### config.mk
export PLATFORM = sky130hd
export DESIGN_NAME = data_mem_responder
export DESIGN_NICKNAME = d
export VERILOG_FILES = /design/src/rtl/data_mem_responder.sv
export SDC_FILE = /design/constraint.sdc
export NUM_CORES = 2
export LEC_CHECK = 0
export ABC_CLOCK_PERIOD_IN_PS = 6600
export CORE_AREA = 2 2 485 487
export DETAILED_ROUTE_END_ITERATION = 7
export DIE_AREA = 0 0 487 489
export PLACE_DENSITY_LB_ADDON = 0.1
export RECOVER_POWER = 100
export SYNTH_ARGS = -nofsm -noshare
export SYNTH_HDL_FRONTEND = slang
export SYNTH_SLANG_ARGS = --single-unit
export TNS_END_PERCENT = 100
### constraint.sdc
create_clock -name clk -period 6.6 [get_ports clk]
set_input_delay 0.99 -clock clk [delete_from_list [all_inputs] [get_ports clk]]
set_output_delay 0.99 -clock clk [all_outputs]
set_load 0.01 [all_outputs]
### src/rtl/data_mem_responder.sv
// Data-memory responder for the MEM stage: owns the word array and holds the
// pipeline frozen (ready=0) for a fixed number of BUSY cycles per access.
module data_mem_responder #(
  parameter int unsigned       ADDR_W      = 32,
  parameter int unsigned       DATA_W      = 32,
  parameter int unsigned       DEPTH_WORDS = 64,
  parameter logic [ADDR_W-1:0] BASE_ADDR   = ADDR_W'(1024),
  parameter int unsigned       WAIT_CYCLES = 4
) (
  input  logic              clk,
  input  logic              rst_n,
  input  logic              mem_read,
  input  logic              mem_write,
  input  logic [ADDR_W-1:0] address,
  input  logic [DATA_W-1:0] wdata,
  output logic [DATA_W-1:0] rdata,
  output logic              ready
);

  localparam int unsigned IDX_W = $clog2(DEPTH_WORDS);
  localparam int unsigned CNT_W = $clog2(WAIT_CYCLES + 1);

  typedef enum logic [1:0] {IDLE, BUSY, DONE} state_t;

  state_t             state_q;
  logic [CNT_W-1:0]   cnt_q;
  logic               wr_q;
  logic [IDX_W-1:0]   idx_q;
  logic [DATA_W-1:0]  wd_q;
  logic [DATA_W-1:0]  rdata_q;

  logic [DATA_W-1:0]  mem [DEPTH_WORDS];

  logic [ADDR_W-1:0]  off;
  logic [IDX_W-1:0]   req_idx;
  logic               req;
  logic               access_now;
  logic               mem_we;
  logic               unused_off;

  // Wrapping subtract then drop byte offset; upper bits alias by truncation.
  assign off        = address - BASE_ADDR;
  assign req_idx    = off[IDX_W+1:2];
  assign unused_off = ^{off[ADDR_W-1:IDX_W+2], off[1:0]};

  assign req        = mem_read | mem_write;
  assign access_now = (state_q == BUSY) && (cnt_q == CNT_W'(1));
  // Gate with rst_n so an in-flight store is dropped when reset hits.
  assign mem_we     = rst_n && access_now && wr_q;

  always_ff @(posedge clk) begin
    if (mem_we) mem[idx_q] <= wd_q;
  end

  always_ff @(posedge clk or negedge rst_n) begin
    if (!rst_n) begin
      state_q <= IDLE;
      cnt_q   <= '0;
      wr_q    <= 1'b0;
      idx_q   <= '0;
      wd_q    <= '0;
      rdata_q <= '0;
    end else begin
      case (state_q)
        IDLE: begin
          if (req) begin
            state_q <= BUSY;
            cnt_q   <= CNT_W'(WAIT_CYCLES);
            wr_q    <= mem_write & ~mem_read;  // read wins when both asserted
            idx_q   <= req_idx;
            wd_q    <= wdata;
          end
        end
        BUSY: begin
          cnt_q <= cnt_q - CNT_W'(1);
          if (access_now) begin
            state_q <= DONE;
            if (!wr_q) rdata_q <= mem[idx_q];
          end
        end
        DONE:    state_q <= IDLE;
        default: state_q <= IDLE;
      endcase
    end
  end

  assign rdata = rdata_q;
  assign ready = (state_q == IDLE) ? ~req : (state_q == DONE);

endmodule

Word level (Yosys, flattened, before mapping) --
Memory sizes are Yosys's and may differ from the RTL's. A register that Yosys moved wholly into a read port is not among the register bits. Cells that the tools add are included.
Cells by class: add/subtract/negate cells 2, equality and inequality tests 5, muxes and demuxes 8, bitwise gates (word level) 5, reduce and logical (&&, ||, !) cells 10
Operator list (count):
- 8-bit by 1-bit subtractor with 8-bit output, second input constant | 1
- 3-bit case mux with 2 select lines | 1
- 2-bit AND reduction | 3
- 2-bit two-way mux | 2
- 2-bit inequality test, second input constant | 2
- 2-bit case mux with 2 select lines | 1
- 3-bit by 1-bit equality test with 1-bit output, second input constant | 1
- 1-bit logical AND | 3
- 1-bit two-way mux | 3
- 3-bit two-way mux | 1
- 1-bit inverter | 3
- 3-bit AND reduction | 1
- 3-bit by 1-bit subtractor with 3-bit output, second input constant | 1
- 2-bit by 1-bit equality test with 1-bit output, second input constant | 1
- 2-bit equality test, second input constant | 1
- 2-bit zero test | 1
- 2-bit nonzero test | 1
- 1-bit AND | 1
- 1-bit zero test | 1
- 1-bit bitwise OR | 1
Storage, ports and cells: flip-flop bits (word level) 44, RAM bits 2048, input port bits 68, output and inout bits 33, word-level logic and storage cells 36, memories kept 1
Memories:
- mem | depth 64, width 32, rd ports 1, clocked after memory_dff 1, wr ports 1, RTL line 32 | logic [DATA_W-1:0] mem [DEPTH_WORDS];

Longest topological paths before layout --
word-level depth 6, depth in mapped cells 10, depth with buffers taken out 8

Worst setup path before layout --
OpenSTA, ideal clock, no wires.
path type input to register, from in rst_n, to mem mem[17][0], enable pin, data arrival time 3.013 ns, path slack 3.166 ns, stages 5, cells stage by stage and3_1 -> clkbuf_1 -> and2_1 -> nand2_1 -> nor2_1
Between the ends: cells in the longest elaborated chain, start to end 4
Ends and longest elaborated chain:
- from (decl) | RTL line 11 | input logic rst_n,
- 1-bit logical AND (2 in series) | RTL line 49 | assign mem_we = rst_n && access_now && wr_q;
- 1-bit two-way mux | RTL line 52 | if (mem_we) mem[idx_q] <= wd_q;
- 1-bit two-way mux (not written as such) | RTL line 52
- to (decl) | RTL line 32
No other way between the ends.

Worst setup path in the final report --
from reg idx_q[0], to mem mem[62][3], enable pin
RTL lines:
- from (decl) | RTL line 28 | logic [IDX_W-1:0] idx_q;
- from (signal assigned) | RTL line 70 | idx_q <= req_idx;
Straight into the memory's write port.

==> results.json <==
{
  "htreeDepth": 4,
  "drt_first_iter_violations": 4518,
  "grt_util_all_layers": 0.219,
  "syn-instance-count": 4219,
  "power.ir.vdd_worst_uv": 458,
  "cellLeakagePower_nw": 28.9,
  "grt_overflow_total": 0,
  "r2r_start": "idx_q[0]",
  "layout-area-overhead-vs-synth_pct": 14.4,
  "antenna_violating_nets_post_route": 0,
  "route.vias.total": 43200,
  "worst-r2r-cell-count": 4,
  "layout.cells.most_common": "sky130_fd_sc_hd__edfxtp_1",
  "synth.ff_latch_count": 2124,
  "result_of_the_run": "finished with violations",
  "yosysSeqAreaShare": 0.781,
  "tritoncts": "yes",
  "largest_family_of_logic_cells_by_synthesized_area": "multiplexers",
  "post_synth_main_area_contributors": "sky130_fd_sc_hd__edfxtp_1 76%, sky130_fd_sc_hd__mux4_2 4.7%, sky130_fd_sc_hd__mux2i_1 4.2%",
  "fp.coreArea_um2": 234000,
  "setup_viol": 0,
  "max_stage_delay_ns": 1.12,
  "synth-simple-area-share": 0.0208,
  "initial_core_util": 0.347,
  "skew_ns": 0.0225,
  "synth-compound-area-share": 0.0745,
  "first_pass_iters": 7,
  "post-synth-top-area-fraction": 0.758,
  "place_hpwl_um": 154000,
  "fraction_of_final_layout_cells_with_drive_strength_greater_than_1": 0.174,
  "r2r_setup_slack_ns": 1.31,
  "syn-mean-instance-area_um2": 19.2,
  "postSynthNetCount": 4289,
  "pin_count_of_the_biggest_net_entering_global_routing": 82,
  "worstSetupEndpointType": "flop",
  "layout.cells.most_common_list": "2048 x sky130_fd_sc_hd__edfxtp_1, 343 x sky130_fd_sc_hd__mux2i_1, 289 x sky130_fd_sc_hd__a221oi_1",
  "cts-root-buf": "sky130_fd_sc_hd__clkbuf_16",
  "hold_class": "primary input to asynchronous set/reset pin",
  "cap_viol_max_count": 61,
  "synth-edff-count": 2048,
  "tns_ns": 0,
  "finalMaxSlewViolations": 2562,
  "wl_um": 264000,
  "final_min_period_over_clock_period": 0.801,
  "cp_data_required_time_ns": 7.08,
  "worst_path_max_delay_cell": "sky130_fd_sc_hd__dfrtp_1",
  "yosys.area.top_type": "sky130_fd_sc_hd__edfxtp_1",
  "first_global_vias": 42300,
  "postPlaceCellArea_um2": 86500,
  "port-buffer-count": 74,
  "ys.flop_type": "sky130_fd_sc_hd__edfxtp_1",
  "cts_made_buffers": 220,
  "cp.arrival_ns": 5.76,
  "worst_skew_pair.late_latency_ns": 0.87,
  "core.rowCount": 178,
  "postCtsResizedCells": 0,
  "worst_slew_pin_slew_ns": 4.09,
  "die_x_um": 487,
  "async_flop_share": 0.0358,
  "powerDensity_nw_per_um2": 464,
  "synth-xor-area-share": 0,
  "synthDistinctLibCells": 65,
  "cts.reportedPaths.clkPinSlew_ns": 0.06,
  "start_kind": "flop",
  "cts_buffer_depth": 3,
  "criticalPathCategory": "flop to flop",
  "drt_drc_violations_left": 0,
  "crit_path_cell_trace": "nor2b_4 > nand3_1 > nor2_4 > clkbuf_1",
  "post_synth_instance_area_um2": 81200,
  "failed_checks": "max-capacitance violations, max-slew violations",
  "achievable-frequency_mhz": 189,
  "ys.warnings.count": 0,
  "finalWorstPathRequiredPeriod_ns": 5.29,
  "routed_wire_length_per_instance_um": 34.4,
  "cts_hold_repair.buffers": 0,
  "synthesized_area_fraction_occupied_by_adder_cells": 0.000308,
  "die_h_um": 489,
  "maxSlewHeadroom": -1.73,
  "die_area_um2": 238000,
  "yosys-mux-area-fraction": 0.103,
  "place.gp.congestion": 0.774,
  "critPathMaxFanout": 26,
  "timing_hold_violations_final": 0,
  "final_instance_area_um2": 92800,
  "antenna_found_initial": 14,
  "setup_repair_after_global_routing_missed_its_margin": "false",
  "grt_first_pass_wirelength_um": 361000,
  "finalNetCount": 4501,
  "io_pins": 101,
  "timing.critical_path.from": "idx_q[0]",
  "vias_per_cell": 5.62,
  "clock-sinks": 2124,
  "cts_setup_buffers": 0
}
[final timing paths]
check | endpoint
worst max-delay path | mem[62][3]
max in group asynchronous | idx_q[1]
worst min-delay path | wd_q[16]
worst min register to register | mem[6][16]
min in group clk | mem[6][16]
worst max register to register | mem[62][3]
[synthesized netlist by cell type (all sizes together) (7+ instances only)]
cell / count
nand2: 55
o21ai: 129
a31oi: 22
dfrtp: 76
mux2i: 343
and3: 8
o22a: 12
o22ai: 79
inv: 7
a22oi: 139
mux2: 99
a221o: 8
a22o: 14
mux4: 169
edfxtp: 2048
nor2: 222
o221ai: 8
nand4: 15
o2111ai: 11
clkbuf: 89
nor2b: 12
a221oi: 293
o32a: 18
nand3: 44
buf: 197
a21oi: 36
[metal layers]
layer	track usage	wire (um)
met3	0.0357	15300
met2	0.348	125000
met4	0.0473	4720
met1	0.316	119000
met5	0	0
[area by class of cell]
type | instances | area, um2
inverter | 7 | 33.8
clock inverter | 118 | 865
fill | 21000 | 141000
timing repair buffer | 276 | 2230
antenna | 3 | 7.51
clock buffer | 291 | 5900
multi-input combinational | 1802 | 16500
tap | 3060 | 3830
sequential | 2124 | 63400
[where the power goes]
group / switching (mW) / internal, mW / total (mW)
logic: 9.33 / 3.74 / 13.1
registers: 0.725 / 17.4 / 18.1
clock network: 5.27 / 6.62 / 11.9
total: 15.3 / 27.7 / 43.1
[worst max-delay path, delay by kind of cell (launching register included)]
kind | cells | cell delay, ns
buffers and inverters | 1 | 1.07
flip-flops | 1 | 1.12
AND/OR/NAND/NOR | 3 | 2.66
[per-stage QoR]
step                      power [mW]  setup slack [ns]  utilization  instances  hold WS (ns)
after floorplan                 25.0              3.17            -       4219         0.456
after global placement          31.2              1.94        0.370       7269         0.466
after detailed placement        31.3              1.90        0.370       7269         0.469
after CTS                       43.2              2.34        0.399       7678        0.0825
after global routing            44.5              1.14        0.397       7679         0.116
final                           43.1              1.31        0.397       7681         0.114
[registers in the layout, indices dropped and copies added (netlist names)]
| register | count |
|---|---|
| rdata | 32 |
| wd_q | 32 |
| state_q | 2 |
| idx_q | 6 |
| cnt_q | 3 |
| wr_q | 1 |
| mem | 2048 |
[logic make-up (layout without fill, tap and decap cells)]
| group | after synthesis | count (layout) |
|---|---|---|
| flip-flops | 2124 | 2124 |
| AO/OA/AOI/OAI | 805 | 805 |
| multiplexers | 611 | 611 |
| AND/OR/NAND/NOR | 384 | 384 |
| buffers and inverters | 293 | 692 |
| adder cells (fa/ha/maj) | 2 | 2 |
| other | 0 | 3 |
Note: power is estimated with default switching activity, not from simulation.
